[src/rtl/agc_pkg.sv]
// Shared types and default constants for the automatic gain control loop.
package agc_pkg;

   typedef enum logic [2:0] {
      IDLE    = 3'd0,
      MEASURE = 3'd1,
      ADJUST  = 3'd2,
      SETTLE  = 3'd3,
      FLUSH   = 3'd4,
      LOCKED  = 3'd5
   } agc_state_t;

   localparam int DEF_COARSE_STEP   = 4;
   localparam int DEF_SETTLE_CYCLES = 256;
   localparam int DEF_LOCK_COUNT    = 4;

endpackage

[src/rtl/agc_gain_stepper.sv]
// Saturating gain step: adds or subtracts a step and clamps to the legal range.
module agc_gain_stepper #(
   parameter int GAIN_WIDTH = 6,
   parameter int GAIN_MIN   = 0,
   parameter int GAIN_MAX   = 63
) (
   input  logic [GAIN_WIDTH-1:0] gain,
   input  logic [GAIN_WIDTH-1:0] step,
   input  logic                  up,
   output logic [GAIN_WIDTH-1:0] gain_next,
   output logic                  at_rail
);
   // Two guard bits so gain_max + step cannot wrap before the clamp.
   localparam int SW = GAIN_WIDTH + 2;
   localparam logic signed [SW-1:0] MAX_S = SW'(GAIN_MAX);
   localparam logic signed [SW-1:0] MIN_S = SW'(GAIN_MIN);

   logic signed [SW-1:0] gain_s;
   logic signed [SW-1:0] step_s;
   logic signed [SW-1:0] sum;

   always_comb begin
      gain_s = $signed({2'b00, gain});
      step_s = $signed({2'b00, step});
      sum    = up ? (gain_s + step_s) : (gain_s - step_s);
      if (sum > MAX_S) begin
         gain_next = GAIN_WIDTH'(GAIN_MAX);
      end else if (sum < MIN_S) begin
         gain_next = GAIN_WIDTH'(GAIN_MIN);
      end else begin
         gain_next = sum[GAIN_WIDTH-1:0];
      end
      at_rail = (gain_next == gain);
   end

endmodule

[src/rtl/agc_gain_controller.sv]
// Closed-loop AGC: steps the front-end gain code from detector power reports
// against a programmable window, settles after each step and declares lock.
//
// state   | meaning
// IDLE    | loop disabled, gain held
// MEASURE | waiting for a report, counting consecutive in-window reports
// ADJUST  | one cycle: apply the captured step, saturated to the rails
// SETTLE  | timer running after a gain change, reports ignored
// FLUSH   | discard the first (stale) report after settling
// LOCKED  | lock declared; any out-of-window report re-enters ADJUST
module agc_gain_controller
   import agc_pkg::*;
#(
   parameter int POWER_WIDTH   = 32,
   parameter int GAIN_WIDTH    = 6,
   parameter int GAIN_INIT     = 32,
   parameter int GAIN_MIN      = 0,
   parameter int GAIN_MAX      = 63,
   parameter int COARSE_STEP   = DEF_COARSE_STEP,
   parameter int SETTLE_CYCLES = DEF_SETTLE_CYCLES,
   parameter int LOCK_COUNT    = DEF_LOCK_COUNT
) (
   input  logic                   clk,
   input  logic                   rst_n,
   input  logic                   enable,
   input  logic [POWER_WIDTH-1:0] thr_high,
   input  logic [POWER_WIDTH-1:0] thr_low,
   input  logic [POWER_WIDTH-1:0] avg_power_in,
   input  logic                   avg_power_valid_in,
   output logic [GAIN_WIDTH-1:0]  gain_out,
   output logic                   gain_update,
   output logic                   locked,
   output logic                   gain_saturated,
   output logic                   cfg_err,
   output logic [2:0]             state_out
);
   localparam int TW = (SETTLE_CYCLES > 1) ? $clog2(SETTLE_CYCLES) : 1;
   localparam int CW = $clog2(LOCK_COUNT + 1);
   localparam logic [TW-1:0] SETTLE_LOAD = TW'(SETTLE_CYCLES - 1);
   localparam logic [CW-1:0] LOCK_LAST   = CW'(LOCK_COUNT - 1);

   agc_state_t            state, state_nxt;
   logic [GAIN_WIDTH-1:0] gain, gain_nxt, gain_stepped, step;
   logic [TW-1:0]         timer, timer_nxt;
   logic [CW-1:0]         win_cnt, win_cnt_nxt;
   logic                  locked_q, locked_nxt;
   logic                  sat_q, sat_nxt;
   logic                  upd_q, upd_nxt;
   logic                  cfg_q;
   logic                  adj_up, adj_up_nxt, adj_coarse, adj_coarse_nxt;
   logic                  at_rail, report_ok;
   logic                  is_high, is_low, is_far_high, is_far_low;
   logic [POWER_WIDTH+1:0] thr_high_x4;

   assign thr_high_x4 = {thr_high, 2'b00};
   assign is_high     = avg_power_in > thr_high;
   assign is_low      = avg_power_in < thr_low;
   assign is_far_high = {2'b00, avg_power_in} > thr_high_x4;
   assign is_far_low  = avg_power_in < (thr_low >> 2);
   assign report_ok   = avg_power_valid_in && !cfg_q;
   assign step        = adj_coarse ? GAIN_WIDTH'(COARSE_STEP) : GAIN_WIDTH'(1);

   agc_gain_stepper #(
      .GAIN_WIDTH (GAIN_WIDTH),
      .GAIN_MIN   (GAIN_MIN),
      .GAIN_MAX   (GAIN_MAX)
   ) u_stepper (
      .gain      (gain),
      .step      (step),
      .up        (adj_up),
      .gain_next (gain_stepped),
      .at_rail   (at_rail)
   );

   always_ff @(posedge clk) begin
      if (!rst_n) begin
         state      <= IDLE;
         gain       <= GAIN_WIDTH'(GAIN_INIT);
         timer      <= '0;
         win_cnt    <= '0;
         locked_q   <= 1'b0;
         sat_q      <= 1'b0;
         upd_q      <= 1'b0;
         cfg_q      <= 1'b0;
         adj_up     <= 1'b0;
         adj_coarse <= 1'b0;
      end else begin
         state      <= state_nxt;
         gain       <= gain_nxt;
         timer      <= timer_nxt;
         win_cnt    <= win_cnt_nxt;
         locked_q   <= locked_nxt;
         sat_q      <= sat_nxt;
         upd_q      <= upd_nxt;
         cfg_q      <= (thr_low >= thr_high);
         adj_up     <= adj_up_nxt;
         adj_coarse <= adj_coarse_nxt;
      end
   end

   always_comb begin
      state_nxt      = state;
      gain_nxt       = gain;
      timer_nxt      = timer;
      win_cnt_nxt    = win_cnt;
      locked_nxt     = locked_q;
      sat_nxt        = sat_q;
      upd_nxt        = 1'b0;
      adj_up_nxt     = adj_up;
      adj_coarse_nxt = adj_coarse;

      if (!enable) begin
         state_nxt   = IDLE;
         locked_nxt  = 1'b0;
         timer_nxt   = '0;
         win_cnt_nxt = '0;
      end else begin
         unique case (state)
            IDLE: begin
               state_nxt = SETTLE;
               timer_nxt = SETTLE_LOAD;
            end
            MEASURE, LOCKED: begin
               if (report_ok) begin
                  if (is_high || is_low) begin
                     state_nxt      = ADJUST;
                     win_cnt_nxt    = '0;
                     locked_nxt     = 1'b0;
                     adj_up_nxt     = !is_high;
                     adj_coarse_nxt = is_high ? is_far_high : is_far_low;
                  end else if (state == MEASURE) begin
                     win_cnt_nxt = win_cnt + 1'b1;
                     if (win_cnt == LOCK_LAST) begin
                        state_nxt  = LOCKED;
                        locked_nxt = 1'b1;
                     end
                  end
               end
            end
            ADJUST: begin
               if (!at_rail) begin
                  gain_nxt  = gain_stepped;
                  upd_nxt   = 1'b1;
                  sat_nxt   = 1'b0;
                  state_nxt = SETTLE;
                  timer_nxt = SETTLE_LOAD;
               end else begin
                  sat_nxt   = 1'b1;
                  state_nxt = MEASURE;
               end
            end
            SETTLE: begin
               if (timer == '0) state_nxt = FLUSH;
               else             timer_nxt = timer - 1'b1;
            end
            FLUSH: begin
               if (avg_power_valid_in) state_nxt = MEASURE;
            end
            default: state_nxt = IDLE;
         endcase
      end
   end

   assign gain_out       = gain;
   assign gain_update    = upd_q;
   assign locked         = locked_q;
   assign gain_saturated = sat_q;
   assign cfg_err        = cfg_q;
   assign state_out      = state;

endmodule
[config.mk]
export PLATFORM = sky130hd
export DESIGN_NAME = agc_gain_controller
export DESIGN_NICKNAME = d
export VERILOG_FILES = /design/src/rtl/agc_pkg.sv /design/src/rtl/agc_gain_stepper.sv /design/src/rtl/agc_gain_controller.sv
export SDC_FILE = /design/constraint.sdc
export NUM_CORES = 1
export LEC_CHECK = 0
export CAP_MARGIN = 20
export CORE_MARGIN = 2
export CORE_UTILIZATION = 36
export DETAILED_ROUTE_END_ITERATION = 10
export PLACE_DENSITY = 0.66
export SYNTH_ARGS = -nofsm -noshare
export SYNTH_HDL_FRONTEND = slang
export SYNTH_SLANG_ARGS = --single-unit
[constraint.sdc]
create_clock -name clk -period 4.2 [get_ports clk]
set_clock_uncertainty 0.1 [all_clocks]
set_input_delay 1.26 -clock clk [delete_from_list [all_inputs] [get_ports clk]]
set_output_delay 1.26 -clock clk [all_outputs]
set_load 0.05 [all_outputs]
==> metrics.cfg, run 1 <==
[run_status]
status=finished, final reports clean

[drt]
wirelength_mm=14.8
first_iter_violations=243
dr.pass1.iters=4
vias_per_cell=5.41
avgRoutedWirePerCell_um=14.9
detail-route-antenna-nets=0
via_count=5386
drc=0

[global_routing]
grt_pass1_vias=5223
grt_pass1_wl_mm=24.8
antenna_found_initial=0
grt_use_total_pct=18.6
grt-ovfl-total=0
grt_max_degree=15

[setup_path]
crit_slowest_cell=clkdlybuf4s50_1
path_max_fanout=9
slowest_delay_ps=530
cp_data_required_time_ps=4300
cp_cell_sequence=clkdlybuf4s50_1 -> inv_1 -> ha_1 -> nand4_1 -> nor4_2 -> buf_4 -> nand2_1 -> o31a_1 -> o211ai_1 -> o21ai_4 -> or4_1 -> a21oi_1
regToRegSetupSlack_ps=1270
reg2reg_to=gain_out[2]
crit_buf_inv=3
r2r_start=gain_out[0]
cp.depth=12
cp_top_family=simple AND/OR/NAND/NOR gates
cp.arrival_ps=4130
r2r_cells=11
cp-end-kind=flip-flop
crit_path_start_kind=input port
path_class=in2reg

[finish]
stdcell_area_mm2=0.00691
drive_gt1_share_pct=5.30
synthToLayoutAreaGrowth_pct=30.8
fin_cells=995
n_antenna_cell=0
layout.nets=1076
final_core_util_pct=47.9

[logic_synthesis]
yosys.area.top_type=ha_1
ys_seq_area_share_pct=9.86
synth_top_area_share_pct=38.9
avgSynthCellArea_um2=7.82
yosys_warnings=0
netlist_area_mm2=0.00528
ys_async_sr_fraction_pct=0
yosysUniqueCellTypes=62
syn-num-nets=939
synth_area_leaders=ha_1 (39%), dfxtp_1 (9.9%), inv_1 (5.6%), a21oi_1 (5.5%), o21ai_0 (4.2%)
synth.ff_latch_count=26
synthFlopType=dfxtp_1
synthCells=675
synth_edf_count=0

[worst_hold_path]
whs_path_depth=2
min_path_type=reg2reg
hp-start=win_cnt[2]
min_to=win_cnt[2]

[die]
pin_count=113
die-area_mm2=0.0157
die_h_um=125
core_mm2=0.0144
start_util_pct=36.6
rows=44
fp.dieW_um=125

[run]
maxCapViolations=0

[clock_network]
cts_tree=done
postCtsResizedCells=0
h-tree-depth=1
cts.sinks=26
insertion_delay_ps=260
clockBufferDepth=2
cts_buffers=3
ctsRootBufferMaster=clkbuf_16
post-cts-setup-buffer-count=0
clk_pin_slew_ps=60
hold_buffers=0

[timing]
tns_ps=0
drv_slew=0
slew_headroom_pct=62.0
fmax_mhz=248
period_share_pct=96.0
rsz0062_at_grt=false
hold_viol_final=0
setup_violations=0
fin_hold_ws_ps=387
tightest_slew_ps=565
fin_crit_ps=4030
timing.final.ws_setup_ps=167

[placed_design]
portBuffers=112
placed_area_mm2=0.00680
dp_hpwl_mm=13.0
gp_congestion=0.859
dp.cells=991
place_ws_ps=-102

[power_and_ir_drop]
total_power_mw=1.13
powerDensity_mw_per_mm2=164
max-vdd-ir-drop_v=0.000150
p_leak_nw=3.32

==> tightest hold or removal path, cell delays in order (launching register included) <==
cell	delay, ps
dfxtp_1	310
o21ai_0	70
a21oi_1	60
==> cells in the final DEF, fill, tap and decap left out, types with 5 or more instances in the layout <==
master,n
nor4_1,10
o21ai_0,44
a21o_1,22
inv_1,79
nor3_1,22
nor2_1,36
nand4_1,23
buf_4,28
dfxtp_1,26
clkdlybuf4s50_1,112
ha_1,164
nor2b_1,10
o21a_1,8
or4_1,5
nand2_1,49
nand3_1,16
nand2b_1,6
o31ai_1,9
a21oi_1,58
a211oi_1,6
a31oi_1,7
o211ai_1,6
==> synth_stat cells, types with 3 or more instances <==
| master | n |
|---|---|
| clkbuf_1 | 4 |
| nand2b_1 | 6 |
| o211ai_1 | 6 |
| nand2_1 | 49 |
| nor2_1 | 36 |
| nor4_1 | 11 |
| a31oi_1 | 7 |
| nor4b_1 | 3 |
| a211oi_1 | 6 |
| and3_1 | 3 |
| a21o_1 | 22 |
| ha_1 | 164 |
| o21a_1 | 8 |
| nand3_1 | 16 |
| or4_1 | 5 |
| inv_1 | 79 |
| o211a_1 | 3 |
| nor2b_1 | 10 |
| o21ai_0 | 44 |
| nand4_1 | 23 |
| o21bai_1 | 4 |
| dfxtp_1 | 26 |
| o31ai_1 | 9 |
| a221oi_1 | 4 |
| nor3_1 | 22 |
| and4_1 | 3 |
| a21oi_1 | 58 |
| a311oi_1 | 4 |
==> cell type report <==
cell class | instances | area [um2]
flip-flops and latches | 26 | 520
multi-input cells | 562 | 4440
inverters | 79 | 297
well taps | 184 | 230
repair buffers | 140 | 1330
clock buffers | 4 | 88.8
fillers | 1446 | 7520
==> report_power, final <==
part           switching (mW)  internal [mW]
clock                  0.0851          0.146
combinational           0.327          0.296
sequential             0.0197          0.259
==> metal layers <==
layer	vias up	track usage, %	routed length [um]
met1	2433	25.4	7190
met2	113	33.1	7030
met3	11	1.16	511
met4	0	2.16	110
li1	2829	-	-
met5	-	0	0
==> cells by family (layout without fill, tap and decap cells) <==
family / count (synthesis) / in the layout / synth area share [%]
buffers and inverters: 87 / 223 / 6.35
AND/OR/NAND/NOR: 196 / 196 / 19.5
XOR/XNOR: 1 / 1 / 0.166
AO/OA/AOI/OAI: 199 / 199 / 24.9
multiplexers: 2 / 2 / 0.379
adder cells (fa/ha/maj): 164 / 164 / 38.9
flip-flops: 26 / 26 / 9.86
==> registers in the layout (all words and copies together) (netlist names) <==
name            cells
state_out           3
locked              1
gain_out            6
timer               8
gain_saturated      1
adj_up              1
cfg_err             1
adj_coarse          1
gain_update         1
win_cnt             3
==> worst max path at each step <==
stage          slack [ps]        startpoint         end
6_report              170       thr_low[31]  win_cnt[1]
5_1_grt                 8       thr_low[30]  win_cnt[1]
4_1_cts               160       thr_low[30]  win_cnt[2]
3_5_place_dp         -100       thr_low[30]  win_cnt[2]
3_3_place_gp          -60  avg_power_in[30]  win_cnt[2]
2_1_floorplan         690      thr_high[14]  win_cnt[1]
(Power assumes the default switching activity.)
==> run 2, diff against run 1 <==
--- a/config.mk
+++ b/config.mk
@@ -6,10 +6,11 @@
 export NUM_CORES = 1
 export LEC_CHECK = 0
 export CAP_MARGIN = 20
-export CORE_MARGIN = 2
+export CORE_MARGIN = 10
 export CORE_UTILIZATION = 36
 export DETAILED_ROUTE_END_ITERATION = 10
-export PLACE_DENSITY = 0.66
+export PLACE_DENSITY = 0.65
 export SYNTH_ARGS = -nofsm -noshare
 export SYNTH_HDL_FRONTEND = slang
+export SYNTH_HIERARCHICAL = 1
 export SYNTH_SLANG_ARGS = --single-unit
==> run 2 against run 1 <==
  * Flip-flop and latch count is the same
  * Design area grew 7.4%
  * Via count grew 3.0%
  * Register-to-register slack lost 990 ps
  * Clock-buffer cell count shrank 1
  * Die area grew 33%
  * Critical path depth is the same
  * Sequential power shrank 3%
  * Total power shrank 0.35%
  * Setup slack gained 81 ps
  * Clock power shrank 11%
  * Largest power group unchanged
  * Highest routed layer is now met5
==> metrics.cfg, run 2 <==
[clock_network]
cts_buffers=3
ctsRootBufferMaster=clkbuf_16
cts.sinks=26
h-tree-depth=1
post-cts-setup-buffer-count=0
clockBufferDepth=2
cts_tree=done
clk_pin_slew_ps=60
insertion_delay_ps=260

[timing]
fin_hold_ws_ps=378
setup_violations=0
drv_slew=0
timing.final.ws_setup_ps=249
rsz0062_at_grt=false
tightest_slew_ps=507
hold_viol_final=0
slew_headroom_pct=66.1
fin_crit_ps=3950
fmax_mhz=253
period_share_pct=94.1

[logic_synthesis]
synth.top_cells.by_count=ha_1 (170), inv_1 (84), a21oi_1 (58), nand2_1 (48)
yosys.area.top_type=ha_1
ys_seq_area_share_pct=9.39
yosysMostFrequentCell=ha_1
synthFlopType=dfxtp_1
synth_area_leaders=ha_1 (38%), dfxtp_1 (9.4%), inv_1 (5.7%), a21oi_1 (5.2%), nand4_1 (3.3%)
synth_top_area_share_pct=38.4
yosysUniqueCellTypes=73
synth.ff_latch_count=26
ys_async_sr_fraction_pct=0
netlist_area_mm2=0.00554
yosys_warnings=6
avgSynthCellArea_um2=8.02
synth_edf_count=0
synthCells=691

[drt]
avgRoutedWirePerCell_um=15.4
dr.pass1.iters=4
drc=0
first_iter_violations=229
wirelength_mm=16.3
detail-route-antenna-nets=0
via_count=5549
vias_per_cell=5.25

[finish]
final-seq-area_um2=522
multi_input_area_mm2=0.00468
final_cell_mix=ha_1 (170), clkdlybuf4s50_1 (112), inv_1 (84)
synthToLayoutAreaGrowth_pct=33.8
drive_gt1_share_pct=10.8
final_core_util_pct=49.0
fillerInstances=1449
top_register=timer
layout_commonest_cell=ha_1
largest_reg_flops=8
layout.nets=1142

[setup_path]
cp.arrival_ps=4030
cp_data_required_time_ps=4280
cp-end-kind=flip-flop
path_class=in2reg
crit_path_start_kind=input port
path_max_fanout=6

[global_routing]
antenna_found_initial=3
grt_use_total_pct=15.8
grt_max_degree=14
grt_pass1_wl_mm=27.2
grt-ovfl-total=0
grt_pass1_vias=5618

[run_status]
status=finished, final reports clean

[die]
die-area_mm2=0.0208
die_h_um=144
start_util_pct=36.6
core_mm2=0.0151
rows=45
fp.dieW_um=144
pin_count=113

[power_and_ir_drop]
powerDensity_mw_per_mm2=152
max-vdd-ir-drop_v=0.000130
p_leak_nw=3.58

[placed_design]
place_ws_ps=-22.3
gp_congestion=0.930
portBuffers=112
dp_hpwl_mm=14.6

[worst_hold_path]
min_path_type=reg2reg

[run]
maxCapViolations=0

==> run 2: changes by cell type after synthesis, sizes merged, moves of 6 or more <==
cell	delta
o21ai	-8
o31ai	-7
nor2b	+9
inv	+6
mux2i	+8
nand4	+6
nor3	-10
ha	+6
xor2	+6
==> run 2: timing repair <==
item                       in CTS  in global routing
setup endpoints to repair       0                  1
resized for setup               0                  3
hold buffers                    0                  0
==> run 2: logic make-up after synthesis <==
family,Yosys count,synth area share (%)
XOR/XNOR,11,1.74
other,1,0.0677
AO/OA/AOI/OAI,178,22.0
AND/OR/NAND/NOR,199,18.7
adder cells (fa/ha/maj),172,39.1
flip-flops,26,9.39
multiplexers,12,2.21
buffers and inverters,92,6.84
==> run 2: worst paths after layout <==
kind                    start  depth (start not counted)  slack [ps]            to
setup / recovery  thr_low[31]                         12         250  state_out[0]
hold / removal     win_cnt[1]                          2         380    win_cnt[1]
setup reg to reg   adj_coarse                         19         280      timer[7]
hold reg to reg    win_cnt[1]                          2         380    win_cnt[1]
==> run 2: worst max-delay path: stages <==
cell             delay [ps]
clkdlybuf4s50_1         470
inv_1                    60
ha_1                    290
nand3_1                 100
or3_1                   440
nor4_2                  340
buf_4                   180
o31ai_2                  70
a211oi_4                360
buf_4                   180
o21ai_0                  60
a211oi_1                210
==> run 2: per-layer routing <==
metal / track usage, % / share of wire [%]
met1: 19.8 / 45
met2: 27.1 / 48
met3: 3.05 / 5.4
met4: 3.44 / 1.7
met5: 0 / 0.16
==> run 2: power breakdown <==
group / internal [mW] / switching [mW] / leakage, nW / total (mW)
clock network: 0.126 / 0.0804 / 0.0370 / 0.206
registers: 0.258 / 0.0132 / 0.213 / 0.271
logic: 0.323 / 0.329 / 3.33 / 0.652
==> run 2: layout make-up <==
type	count	area share, %
timing repair buffer	173	21.3
multi-input combinational	581	63.1
inverter	85	4.34
sequential	26	7.04
clock buffer	3	1.01
tap	188	3.17
antenna	1	0.0337
==> run 2: stage by stage <==
step	std cells	cell area [um2]	TNS (ps)	power (mW)
6_report	1057	7410	0	1.13
5_1_grt	1056	7410	0	1.23
4_1_cts	1056	7400	0	1.14
3_5_place_dp	1053	7330	-31.7	0.920
3_3_place_gp	1053	7330	0	0.915
2_1_floorplan	699	5570	0	0.651
